### src/rtl/hazard_ctrl_pkg.sv
// Shared encodings and helpers for the pipeline hazard controller.
// Included by the top, the busy counter and any forwarding-mux owner.
package hazard_ctrl_pkg;

   localparam logic [1:0] TUSE_D    = 2'd0;
   localparam logic [1:0] TUSE_E    = 2'd1;
   localparam logic [1:0] TUSE_M    = 2'd2;
   localparam logic [1:0] TUSE_NONE = 2'd3;

   localparam logic [1:0] TNEW_NONE = 2'd0;
   localparam logic [1:0] TNEW_ALU  = 2'd1;
   localparam logic [1:0] TNEW_LOAD = 2'd2;

   typedef enum logic [1:0] {
      MD_NONE = 2'b00,
      MD_MULT = 2'b01,
      MD_DIV  = 2'b10,
      MD_ACC  = 2'b11
   } md_kind_t;

   localparam logic [1:0] FWD_RF = 2'b00;
   localparam logic [1:0] FWD_M  = 2'b01;
   localparam logic [1:0] FWD_W  = 2'b10;

   typedef struct packed {
      logic [4:0] rs;
      logic [4:0] rt;
      logic [4:0] wa;
      logic [1:0] tnew;
      md_kind_t   md_kind;
   } e_stage_t;

   typedef struct packed {
      logic [4:0] rt;
      logic [4:0] wa;
      logic [1:0] tnew;
   } m_stage_t;

   // $0 is hard-wired, so it never participates in a hazard.
   function automatic logic reg_match(input logic [4:0] a, input logic [4:0] b);
      return (a == b) && (a != 5'd0);
   endfunction

   function automatic logic md_starts(input md_kind_t k);
      return (k == MD_MULT) || (k == MD_DIV);
   endfunction

   function automatic logic [1:0] fwd_sel(input logic [4:0] src, input logic [4:0] wa_m,
                                          input logic [1:0] tnew_m, input logic [4:0] wa_w);
      if (reg_match(src, wa_m) && (tnew_m == TNEW_NONE)) begin
         return FWD_M;
      end else if (reg_match(src, wa_w)) begin
         return FWD_W;
      end
      return FWD_RF;
   endfunction

endpackage

### src/rtl/md_busy_counter.sv
// HI/LO busy tracker: loads on the edge a mult/div leaves E, then counts down.
module md_busy_counter
   import hazard_ctrl_pkg::*;
#(
   parameter int unsigned MULT_CYCLES = 5,
   parameter int unsigned DIV_CYCLES  = 10
) (
   input  logic     clk,
   input  logic     rst_n,
   input  md_kind_t kind_i,
   output logic     busy_o
);

   localparam int unsigned MaxCycles = (MULT_CYCLES > DIV_CYCLES) ? MULT_CYCLES : DIV_CYCLES;
   localparam int unsigned CntW      = $clog2(MaxCycles + 1);

   logic [CntW-1:0] cnt_d, cnt_q;

   always_comb begin
      cnt_d = cnt_q;
      unique case (kind_i)
         MD_MULT: cnt_d = CntW'(MULT_CYCLES);
         MD_DIV:  cnt_d = CntW'(DIV_CYCLES);
         default: begin
            if (cnt_q != '0) cnt_d = cnt_q - CntW'(1);
         end
      endcase
   end

   always_ff @(posedge clk or negedge rst_n) begin
      if (!rst_n) begin
         cnt_q <= '0;
      end else begin
         cnt_q <= cnt_d;
      end
   end

   // The op sitting in E already owns the unit before the counter is loaded.
   assign busy_o = (cnt_q != '0) || md_starts(kind_i);

endmodule

### src/rtl/hazard_ctrl.sv
// Hazard controller: E/M/W shadow pipeline, stall generation and forward selects.
module hazard_ctrl
   import hazard_ctrl_pkg::*;
#(
   parameter int unsigned MULT_CYCLES = 5,
   parameter int unsigned DIV_CYCLES  = 10
) (
   input  logic       clk,
   input  logic       rst_n,
   input  logic [4:0] rs_d,
   input  logic [4:0] rt_d,
   input  logic [1:0] tuse_rs_d,
   input  logic [1:0] tuse_rt_d,
   input  logic [4:0] wa_d,
   input  logic [1:0] tnew_d,
   input  logic [1:0] md_kind_d,
   output logic [1:0] fwd_rs_d,
   output logic [1:0] fwd_rt_d,
   output logic [1:0] fwd_rs_e,
   output logic [1:0] fwd_rt_e,
   output logic       fwd_rt_m,
   output logic       stall,
   output logic       md_busy
);

   e_stage_t   e_d, e_q;
   m_stage_t   m_d, m_q;
   logic [4:0] wa_w_d, wa_w_q;

   logic stall_rs, stall_rt, stall_hilo;

   assign stall_rs = (tuse_rs_d != TUSE_NONE) &&
                     ((reg_match(rs_d, e_q.wa) && (e_q.tnew > tuse_rs_d)) ||
                      (reg_match(rs_d, m_q.wa) && (m_q.tnew > tuse_rs_d)));
   assign stall_rt = (tuse_rt_d != TUSE_NONE) &&
                     ((reg_match(rt_d, e_q.wa) && (e_q.tnew > tuse_rt_d)) ||
                      (reg_match(rt_d, m_q.wa) && (m_q.tnew > tuse_rt_d)));

   assign stall_hilo = (md_kind_t'(md_kind_d) != MD_NONE) && md_busy;
   assign stall      = stall_rs || stall_rt || stall_hilo;

   always_comb begin
      e_d = '{rs: rs_d, rt: rt_d, wa: wa_d, tnew: tnew_d, md_kind: md_kind_t'(md_kind_d)};
      // A bubble is an all-zero nop: no destination, no latency, no HI/LO use.
      if (stall) e_d = '0;
      m_d.rt   = e_q.rt;
      m_d.wa   = e_q.wa;
      m_d.tnew = (e_q.tnew != TNEW_NONE) ? e_q.tnew - 2'd1 : TNEW_NONE;
      wa_w_d   = m_q.wa;
   end

   always_ff @(posedge clk or negedge rst_n) begin
      if (!rst_n) begin
         e_q    <= '0;
         m_q    <= '0;
         wa_w_q <= '0;
      end else begin
         e_q    <= e_d;
         m_q    <= m_d;
         wa_w_q <= wa_w_d;
      end
   end

   assign fwd_rs_d = fwd_sel(rs_d, m_q.wa, m_q.tnew, wa_w_q);
   assign fwd_rt_d = fwd_sel(rt_d, m_q.wa, m_q.tnew, wa_w_q);
   assign fwd_rs_e = fwd_sel(e_q.rs, m_q.wa, m_q.tnew, wa_w_q);
   assign fwd_rt_e = fwd_sel(e_q.rt, m_q.wa, m_q.tnew, wa_w_q);
   assign fwd_rt_m = reg_match(m_q.rt, wa_w_q);

   md_busy_counter #(
      .MULT_CYCLES(MULT_CYCLES),
      .DIV_CYCLES (DIV_CYCLES)
   ) u_md_busy_counter (
      .clk   (clk),
      .rst_n (rst_n),
      .kind_i(e_q.md_kind),
      .busy_o(md_busy)
   );

endmodule

### config.mk
export PLATFORM = sky130hd
export DESIGN_NAME = hazard_ctrl
export DESIGN_NICKNAME = d
export VERILOG_FILES = /design/src/rtl/hazard_ctrl_pkg.sv /design/src/rtl/md_busy_counter.sv /design/src/rtl/hazard_ctrl.sv
export SDC_FILE = /design/constraint.sdc
export NUM_CORES = 1
export LEC_CHECK = 0
export BUFFER_PORTS_ARGS = -buffer_cell sky130_fd_sc_hd__buf_2
export CELL_PAD_IN_SITES_DETAIL_PLACEMENT = 0
export CELL_PAD_IN_SITES_GLOBAL_PLACEMENT = 2
export CORE_MARGIN = 10
export CORE_UTILIZATION = 30
export DETAILED_ROUTE_END_ITERATION = 7
export GPL_ROUTABILITY_DRIVEN = 1
export PLACE_DENSITY_LB_ADDON = 0.1
export SLEW_MARGIN = 5
export SYNTH_ARGS = -nofsm -noshare
export SYNTH_HDL_FRONTEND = slang
export SYNTH_SLANG_ARGS = --single-unit
### constraint.sdc
create_clock -name clk -period 5.4 [get_ports clk]
set_clock_uncertainty 0.2 [all_clocks]
set_input_delay 1.08 -clock clk [delete_from_list [all_inputs] [get_ports clk]]
set_output_delay 1.08 -clock clk [all_outputs]
set_load 0.1 [all_outputs]
==> flow_metrics.env, run 1 <==
export IMPL_power_density_mw_per_mm2=448
export IMPL_end_kind="output pin"
export IMPL_clockRootBuffer="clkbuf_8"
export IMPL_routed_via_count=1682
export IMPL_power_share_combinational_pct=45.6
export IMPL_reg2reg_slack_ns=3.04
export IMPL_power_internal_w=0.000651
export IMPL_synth_top_area_cell="dfrtp_1"
export IMPL_slew_headroom_pct=40.1
export IMPL_cts_max_level=2
export IMPL_seqCellArea_mm2=0.00100
export IMPL_grt_usage_pct=11.2
export IMPL_rsz0062_at_grt="false"
export IMPL_r2r_end="e_q[0]"
export IMPL_yosysMostFrequentCell="dfrtp_1"
export IMPL_hold_ws_ns=0.249
export IMPL_power_w=0.00123
export IMPL_syn_nets=277
export IMPL_required_ns=4.12
export IMPL_worst_pin_slew_ns=0.899
export IMPL_reg2reg_from="u_md_busy_counter.cnt_q[0]"
export IMPL_p_leak_nw=1.39
export IMPL_min_path_type="flop to flop"
export IMPL_met3_length_um=282
export IMPL_drc_errors=0
export IMPL_path_max_fanout=5
export IMPL_clk_pin_slew_worst_paths_ns=0.08
export IMPL_fmax_mhz=241
export IMPL_wirelength_um=6220
export IMPL_antenna_found_initial=0
export IMPL_status="finished clean"
export IMPL_ios=36
export IMPL_max_cap_violations=0
export IMPL_synthCells=240
export IMPL_grt_pass1_vias=1846
export IMPL_gr_total_overflow=0
export IMPL_criticalPathCategory="primary input to output pin"
export IMPL_synth_cell_types=32
export IMPL_start_util_pct=30.8
export IMPL_place_gp_congestion=0.718
export IMPL_numCtsBuffers=5
export IMPL_post_route_period_util_pct=76.8
export IMPL_vias_per_cell=4.47
export IMPL_n_antenna_cell=0
export IMPL_whs_endpoint="m_q[0]"
export IMPL_period_needed_ns=4.15
export IMPL_die_h_um=109
export IMPL_async_flop_share_pct=100
export IMPL_ant_nets=0
export IMPL_dr_first_iter_drc_count=62
export IMPL_cp_start_kind="primary input"
export IMPL_io_buffers=35
export IMPL_ys_ff_latch=40
export IMPL_cts_hold_buf=0
export IMPL_maxSlewViolCount=0
export IMPL_switching_share_pct=47.3
export IMPL_core_mm2=0.00773
export IMPL_cts_resized_gates=0
export IMPL_synth_top_area_share_pct=42.1
export IMPL_multi_input_area_mm2=0.00124
export IMPL_met2_length_um=3100
export IMPL_synthFlopType="dfrtp_1"
export IMPL_holdPathStages=1
export IMPL_syn_area_mm2=0.00238
export IMPL_drive_above_1_share_pct=23.4
export IMPL_clk_path_buf_depth=2
export IMPL_cts_tree="built"
export IMPL_synth_common_cells="dfrtp_1, xor2_1, inv_1"
export IMPL_finalHoldViolCount=0
export IMPL_synth_warnings=0
export IMPL_drt_pass1_iter_count=4
export IMPL_routed_top_layer="met4"
export IMPL_clk_latency_ns=0.29
export IMPL_p_clk_share_pct=16.4
export IMPL_worstRegToRegCells=8
export IMPL_die_x_um=109
export IMPL_wl_met1_um=2810
export IMPL_dp_hpwl_um=4610
export IMPL_p_switching_w=0.000584
export IMPL_die_area_mm2=0.0119
export IMPL_synth_edff_count=0
export IMPL_setup_violations_final=0
export IMPL_grt_pass1_wl_um=10200
export IMPL_peakVddDrop_mv=0.144
export IMPL_avgSynthCellArea_um2=9.91
export IMPL_cts_setup_buffers=0
export IMPL_cp_data_arrival_time_ns=2.87
export IMPL_cts_sinks=40
export IMPL_n_fill_cell=821
export IMPL_synthTopCellsByArea="dfrtp_1, xor2_1, xnor2_1"
export IMPL_areaGrowthSynthToFinish_pct=16.0
export IMPL_nNetsFinal=310
export IMPL_hp_start="e_q[2]"
export IMPL_grt_max_degree=41
export IMPL_wl_per_cell_um=16.5
export IMPL_ys_seq_area_share_pct=42.1
export IMPL_seqPwrFrac_pct=38.0
export IMPL_core_rowCount=32
## state kept, by name (all words and copies together), names as in the netlist
signal and count:
wa_w_q 5, m_q 7, e_q 19, u_md_busy_counter.cnt_q 4
wa_w_d 5
## final cells by class
cell class / count / area share (%)
timing repair buffer: 37 / 6.89
tap: 102 / 4.63
sequential: 40 / 36.3
clock inverter: 3 / 0.680
inverter: 29 / 3.95
multi-input combinational: 160 / 45.1
clock buffer: 5 / 2.49
## power groups by stage
stage	Clock, W	Sequential (W)	Combinational [W]
2_1_floorplan	0	0.000427	0.000487
3_3_place_gp	0	0.000481	0.000570
3_5_place_dp	0	0.000480	0.000569
4_1_cts	0.000210	0.000473	0.000573
5_1_grt	0.000225	0.000483	0.000628
6_report	0.000202	0.000470	0.000563
## metrics by stage
stage,setup slack (ns),instance area (µm²),std cells,utilization [%],TNS [ns]
after floorplan,-0.146,2400,240,-,-0.146
after global placement,1.27,2670,368,34.6,0
after detailed placement,1.25,2670,368,34.6,0
after CTS,1.24,2760,376,35.7,0
after global routing,1.16,2760,376,35.7,0
final,1.25,2760,376,35.7,0
## layout by cell type, fill, tap and decap left out, types with 2 or more instances in the layout
master     count
clkinv_2       2
o21ai_2        3
o21ai_0        3
xor2_1        30
clkbuf_8       5
a211o_1        2
dfrtp_1       40
a21oi_1        5
nor4_1         4
xnor2_1       27
nand4_1        2
inv_1         29
nor2b_1        3
nor4_2         4
o2111ai_1      2
buf_2         35
nand3_1        4
or4_1          5
nand2_1        9
ha_1          12
buf_4          2
nor3_1        17
nor3_2        10
nor2_1         9
## kinds of logic after synthesis
family | after synthesis | share of synthesized area, %
and+or+nand+nor | 73 | 18.4
AOI/OAI and AO/OA | 17 | 4.89
muxes | 1 | 0.473
buffers and inverters | 40 | 6.84
xor gates and xnor gates | 57 | 21.0
DFF | 40 | 42.1
adders and majority gates | 12 | 6.31
## worst max path at each step
stage | startpoint | to | depth (start not counted)
final | rs_d[1] | stall | 7
after CTS | rs_d[1] | stall | 7
after global routing | rs_d[1] | stall | 7
after detailed placement | rs_d[1] | stall | 7
after global placement | rt_d[0] | stall | 7
after floorplan | e_q[10] | fwd_rt_e[1] | 4
## worst max-delay path, cell delays in order
cell and delay [ns]:
buf_2 0.14, or4_1 0.57, o21ai_2 0.16, nor3_1 0.08
a211o_1 0.30, or2_1 0.24, buf_2 0.29
## per-layer routing
| layer | track usage, % | vias up |
|---|---|---|
| met5 | 0 | - |
| met4 | 2.54 | 0 |
| met1 | 14.1 | 801 |
| met2 | 18.6 | 25 |
| li1 | - | 854 |
| met3 | 3.24 | 2 |
Note: power is estimated with default switching activity, not from simulation.
==> run 2, diff against run 1 <==
==> constraint.sdc (replaced) <==
create_clock -name clk -period 3.4 [get_ports clk]
set_clock_uncertainty 0.2 [all_clocks]
set_input_delay 0.68 -clock clk [delete_from_list [all_inputs] [get_ports clk]]
set_output_delay 0.68 -clock clk [all_outputs]
set_load 0.1 [all_outputs]
==> run 2 against run 1 <==
Against the previous run: worst setup slack lost 1.2 ns; utilization grew 2.6 points; first-iteration DRC count grew 6.5%; via count grew 3.2%; combinational power grew 79%; routed wire length shrank 2.7%; cell area grew 7.2%; cell count grew 3.5%; register-to-register slack lost 1.7 ns; sequential share of layout area shrank 2.4 points; critical path type unchanged; largest cell class unchanged; largest power group unchanged.
==> flow_metrics.env, run 2 (synthesis results as in run 1) <==
export IMPL_crit_top_cell="buf_2"
export IMPL_met2_length_um=2730
export IMPL_gr_total_overflow=0
export IMPL_cts_max_level=2
export IMPL_clockRootBuffer="clkbuf_8"
export IMPL_ios=36
export IMPL_p_switching_w=0.000946
export IMPL_fin_setup_tns_ns=0
export IMPL_antenna_found_initial=0
export IMPL_power_internal_w=0.00113
export IMPL_peakVddDrop_mv=0.277
export IMPL_wl_per_cell_um=15.6
export IMPL_power_share_combinational_pct=48.8
export IMPL_wirelength_um=6050
export IMPL_max_cap_violations=0
export IMPL_routed_via_count=1736
export IMPL_cts_hold_buf=0
export IMPL_criticalPathCategory="primary input to output pin"
export IMPL_fmax_mhz=303
export IMPL_vias_per_cell=4.46
export IMPL_cts_setup_buffers=0
export IMPL_switching_share_pct=45.6
export IMPL_regMostFlops="e_q"
export IMPL_end_kind="output pin"
export IMPL_final_common_cell="dfrtp_1"
export IMPL_worst_path_max_delay_cell="or4_1"
export IMPL_reg_top3="e_q: 19 flops, m_q: 7 flops"
export IMPL_die_area_mm2=0.0119
export IMPL_post_route_period_util_pct=97.1
export IMPL_rsz0062_at_grt="false"
export IMPL_power_w=0.00207
export IMPL_drt_pass1_iter_count=4
export IMPL_required_ns=2.52
export IMPL_seqPwrFrac_pct=34.9
export IMPL_slew_headroom_pct=39.6
export IMPL_crit_buf_inv=2
export IMPL_n_fill_cell=773
export IMPL_p_clk_share_pct=16.3
export IMPL_dp_cells=382
export IMPL_clk_latency_ns=0.29
export IMPL_setup_violations_final=0
export IMPL_core_rowCount=32
export IMPL_worst_pin_slew_ns=0.905
export IMPL_final_cells=389
export IMPL_largest_reg_flops=19
export IMPL_min_path_type="flop to flop"
export IMPL_maxSlewViolCount=0
export IMPL_cts_tree="built"
export IMPL_die_x_um=109
export IMPL_cts_resized_gates=0
export IMPL_drive_above_1_share_pct=28.9
export IMPL_cts_sinks=40
export IMPL_place_gp_congestion=0.770
export IMPL_finalHoldViolCount=0
export IMPL_drc_errors=0
export IMPL_slowest_delay_ns=0.55
export IMPL_fin_ws_ns=0.0995
export IMPL_power_density_mw_per_mm2=701
export IMPL_post_route_util_pct=38.3
export IMPL_ant_nets=0
export IMPL_io_buffers=35
export IMPL_grt_max_degree=41
export IMPL_n_antenna_cell=0
export IMPL_period_needed_ns=3.30
export IMPL_start_util_pct=30.8
export IMPL_multi_input_area_mm2=0.00131
export IMPL_p_leak_nw=1.48
export IMPL_dr_first_iter_drc_count=66
export IMPL_path_max_fanout=2
export IMPL_cp_cell_sequence="buf_2 -> or4_1 -> o21ai_2 -> nor3_1 -> a211o_1 -> or2_1 -> buf_2"
export IMPL_cp_start_kind="primary input"
export IMPL_cp_data_arrival_time_ns=2.42
export IMPL_numCtsBuffers=5
export IMPL_clk_path_buf_depth=2
export IMPL_core_mm2=0.00773
export IMPL_status="finished clean"
export IMPL_clk_pin_slew_worst_paths_ns=0.07
export IMPL_dp_hpwl_um=4690
export IMPL_final_cell_mix="dfrtp_1, buf_2, xor2_1, inv_1, xnor2_1"
export IMPL_cp_top_family="simple AND/OR/NAND/NOR gates"
export IMPL_nNetsFinal=324
export IMPL_seqCellArea_mm2=0.00100
export IMPL_routed_top_layer="met4"
export IMPL_met3_length_um=276
export IMPL_grt_pass1_wl_um=9890
export IMPL_die_h_um=109
export IMPL_wl_met1_um=2980
export IMPL_areaGrowthSynthToFinish_pct=24.4
export IMPL_grt_usage_pct=10.8
export IMPL_grt_pass1_vias=1824
export IMPL_pre_cts_ws_ns=0.0940
run 2: cell count changes in the layout (fill, tap and decap cells not counted), sizes merged:
cell / previous run / this run
clkbuf: 5 / 7
clkinv: 3 / 0
buf: 37 / 51
run 2: layer usage:
layer	global-route usage, %	vias to the layer above
li1	-	887
met1	14.4	814
met2	16.8	30
met3	2.95	5
met4	2.82	0
met5	0	-
run 2: worst paths after layout:
check                         from  slack [ns]                         end  depth (start not counted)
setup / recovery           rs_d[1]         0.1                       stall                          7
hold / removal              e_q[2]        0.24                      m_q[0]                          1
setup reg to reg            e_q[3]        1.30                      e_q[6]                          7
hold reg to reg             e_q[2]        0.24                      m_q[0]                          1
max in group asynchronous    rst_n        2.11  u_md_busy_counter.cnt_q[2]                          1
min in group asynchronous    rst_n        0.31                      m_q[0]                          1
run 2: power groups by stage:
stage / Combinational (W) / Sequential [W] / Clock, W
2_1_floorplan: 0.000837 / 0.000680 / 0
3_3_place_gp: 0.00102 / 0.000742 / 0
3_5_place_dp: 0.00102 / 0.000740 / 0
4_1_cts: 0.00103 / 0.000729 / 0.000355
5_1_grt: 0.00110 / 0.000748 / 0.000373
6_report: 0.00101 / 0.000725 / 0.000338
run 2: layout make-up:
type / count / share of cell area [%]
Clock buffer: 7 / 3.26
Inverter: 29 / 3.68
Multi-Input combinational cell: 160 / 44.4
Sequential cell: 40 / 33.8
Tap cell: 102 / 4.31
Timing Repair Buffer: 51 / 10.5
run 2: metrics by stage:
step | area (µm²) | hold slack, ns
2_1_floorplan | 2480 | 0.184
3_3_place_gp | 2860 | 0.237
3_5_place_dp | 2860 | 0.236
4_1_cts | 2960 | 0.246
5_1_grt | 2960 | 0.263
6_report | 2960 | 0.241
==> run 3, diff against run 2 <==
--- a/config.mk
+++ b/config.mk
@@ -5,6 +5,7 @@
 export SDC_FILE = /design/constraint.sdc
 export NUM_CORES = 1
 export LEC_CHECK = 0
+export ABC_AREA = 1
 export BUFFER_PORTS_ARGS = -buffer_cell sky130_fd_sc_hd__buf_2
 export CELL_PAD_IN_SITES_DETAIL_PLACEMENT = 0
 export CELL_PAD_IN_SITES_GLOBAL_PLACEMENT = 2
==> run 3 against run 2 <==
Against the previous run: global-route usage increased by 0.056 points; critical path type is now flop to output pin; worst setup slack improved by 0.34 ns; via count grew 12%; area after synthesis increased by 3.6%; clock power increased by 15%; critical endpoint is now fwd_rt_e[0]; synthesized cell count up 28%; largest power group unchanged; count of clock-buffer cells in the layout fell by 1; routed wire length grew 8.4%; die area is 3.0% higher.
==> flow_metrics.env, run 3 <==
export IMPL_ios=36
export IMPL_grt_pass1_wl_um=10700
export IMPL_pre_cts_ws_ns=0.469
export IMPL_ys_ff_latch=40
export IMPL_place_gp_congestion=0.805
export IMPL_p_clk_share_pct=18.0
export IMPL_slowest_delay_ns=0.46
export IMPL_period_needed_ns=2.96
export IMPL_end_kind="output pin"
export IMPL_peakVddDrop_mv=0.290
export IMPL_grt_max_degree=41
export IMPL_avgSynthCellArea_um2=8.06
export IMPL_largest_reg_flops=19
export IMPL_syn_nets=343
export IMPL_dp_hpwl_um=5160
export IMPL_synth_common_cells="nand2_1, inv_1, dfrtp_1"
export IMPL_synthSimpleGateAreaFrac_pct=25.2
export IMPL_synth_xor_area_share_pct=12.8
export IMPL_grt_pass1_vias=2119
export IMPL_dr_first_iter_drc_count=50
export IMPL_numCtsBuffers=5
export IMPL_synth_cell_types=25
export IMPL_power_share_combinational_pct=47.8
export IMPL_syn_area_mm2=0.00246
export IMPL_design_area_mm2=0.00294
export IMPL_max_cap_violations=0
export IMPL_core_mm2=0.00809
export IMPL_cts_hold_buf=0
export IMPL_synth_compound_area_share_pct=5.13
export IMPL_hold_ws_ns=0.207
export IMPL_fin_setup_tns_ns=0
export IMPL_required_ns=2.52
export IMPL_synthFlopType="dfrtp_1"
export IMPL_switching_share_pct=47.8
export IMPL_synthAdderAreaFrac_pct=6.09
export IMPL_areaGrowthSynthToFinish_pct=19.1
export IMPL_wl_per_cell_um=14.6
export IMPL_synth_edff_count=0
export IMPL_synth_top_area_share_pct=40.6
export IMPL_cp_data_arrival_time_ns=2.08
export IMPL_p_switching_w=0.00104
export IMPL_maxSlewViolCount=0
export IMPL_seqCellArea_mm2=0.00100
export IMPL_drive_above_1_share_pct=25.7
export IMPL_core_rowCount=33
export IMPL_criticalPathCategory="flop to output pin"
export IMPL_reg_top3="e_q: 19 flops, m_q: 7 flops"
export IMPL_grt_usage_pct=10.8
export IMPL_synthTopCellsByArea="dfrtp_1, nand2_1, xnor2_1"
export IMPL_die_area_mm2=0.0122
export IMPL_synth_top_area_cell="dfrtp_1"
export IMPL_worst_path_max_delay_cell="buf_2"
export IMPL_synth_warnings=0
export IMPL_p_leak_nw=1.50
export IMPL_placed_area_mm2=0.00283
export IMPL_synth_top_family_by_area="simple AND/OR/NAND/NOR gates"
export IMPL_ant_nets=0
export IMPL_clockRootBuffer="clkbuf_8"
export IMPL_wl_met1_um=3110
export IMPL_clk_path_buf_depth=2
export IMPL_ys_seq_area_share_pct=40.6
export IMPL_n_fill_cell=880
export IMPL_setup_violations_final=0
export IMPL_die_x_um=111
export IMPL_fin_ws_ns=0.439
export IMPL_fmax_mhz=338
export IMPL_multi_input_area_mm2=0.00129
export IMPL_vias_per_cell=4.34
export IMPL_met3_length_um=184
export IMPL_cp_cell_sequence="nor2_1 -> o21ai_0 -> a21oi_1 -> o2111ai_1 -> nor3_4 -> buf_2"
export IMPL_routed_top_layer="met4"
export IMPL_path_max_fanout=3
export IMPL_antenna_found_initial=0
export IMPL_clk_latency_ns=0.29
export IMPL_gr_total_overflow=0
export IMPL_cp_start_kind="flop"
export IMPL_wirelength_um=6560
export IMPL_drc_errors=0
export IMPL_post_route_period_util_pct=87.1
export IMPL_synthCells=306
export IMPL_met2_length_um=3170
export IMPL_final_cell_mix="nand2_1, inv_1, dfrtp_1, buf_2, nor2_2"
export IMPL_cts_sinks=40
export IMPL_n_antenna_cell=0
export IMPL_min_path_type="flop to flop"
export IMPL_drt_pass1_iter_count=4
export IMPL_die_h_um=111
export IMPL_slew_headroom_pct=37.6
export IMPL_seqPwrFrac_pct=34.2
export IMPL_cts_tree="built"
export IMPL_clk_pin_slew_worst_paths_ns=0.08
export IMPL_cts_max_level=2
export IMPL_nNetsFinal=379
export IMPL_start_util_pct=30.5
export IMPL_rsz0062_at_grt="false"
export IMPL_yosysMostFrequentCell="nand2_1"
export IMPL_status="finished clean"
export IMPL_cts_setup_buffers=0
export IMPL_routed_via_count=1945
export IMPL_final_common_cell="nand2_1"
export IMPL_regMostFlops="e_q"
export IMPL_finalHoldViolCount=0
export IMPL_synthMuxAreaShare_pct=0
export IMPL_io_buffers=35
export IMPL_post_route_util_pct=36.3
export IMPL_async_flop_share_pct=100
export IMPL_power_internal_w=0.00113
export IMPL_cts_resized_gates=0
export IMPL_worst_pin_slew_ns=0.936
export IMPL_power_density_mw_per_mm2=738
==> run 3: changes by cell type after synthesis, sizes merged, moves of 5 or more <==
cell   previous run  this run
nor2              9        44
inv              29        56
nor3             27         7
xor2             30        14
nand4             2         7
or4               6         0
a21oi             5        10
nand3             4         9
nand2             9        58
xnor2            27        22
==> run 3: cells by family after synthesis <==
group           after synthesis
compound gates               23
fa+ha+maj                    12
xor+xnor                     36
buf+inv                      63
flops                        40
simple gates                132
==> run 3: power groups by stage <==
stage | Combinational [W] | Sequential (W) | Clock (W)
floorplan | 0.000895 | 0.000674 | 0
global placement | 0.00105 | 0.000759 | 0
detailed placement | 0.00106 | 0.000756 | 0
CTS | 0.00106 | 0.000746 | 0.000404
global route | 0.00115 | 0.000764 | 0.000421
finish | 0.00104 | 0.000741 | 0.000389
==> run 3: area by class of cell <==
type                            count  area share (%)
Timing Repair Buffer               36            6.73
Clock inverter                      2            1.19
Sequential cell                    40            34.1
Tap cell                          105            4.47
Inverter                           56            7.16
Multi-Input combinational cell    203            43.9
Clock buffer                        6            2.47
==> run 3: routing by layer <==
layer / global-route usage (%) / up-vias
met1: 13.3 / 898
met2: 18.4 / 27
met3: 2.27 / 8
met5: 0 / -
li1: - / 1012
met4: 3.21 / 0
==> run 3: worst paths after layout <==
check | start | endpoint | slack, ns | depth (start not counted)
min reg2reg | e_q[6] | wa_w_d[2] | 0.21 | 0
max in group asynchronous | rst_n | m_q[1] | 2.09 | 1
max reg2reg | e_q[3] | e_q[16] | 1.25 | 12
min in group asynchronous | rst_n | e_q[16] | 0.33 | 1
max | m_q[1] | fwd_rt_e[0] | 0.44 | 6
min | e_q[6] | wa_w_d[2] | 0.21 | 0
==> run 3: worst max-delay path: cells and delay by family, from the launching register on <==
| family | cells | cell delay (ns) |
|---|---|---|
| simple gates | 2 | 0.48 |
| buf+inv | 1 | 0.46 |
| compound gates | 3 | 0.44 |
| flops | 1 | 0.41 |
==> run 3: through the flow <==
step | power [W] | cells
after floorplan | 0.00157 | 306
after global routing | 0.00234 | 448
final | 0.00217 | 448
after CTS | 0.00221 | 448
after global placement | 0.00181 | 440
after detailed placement | 0.00181 | 440
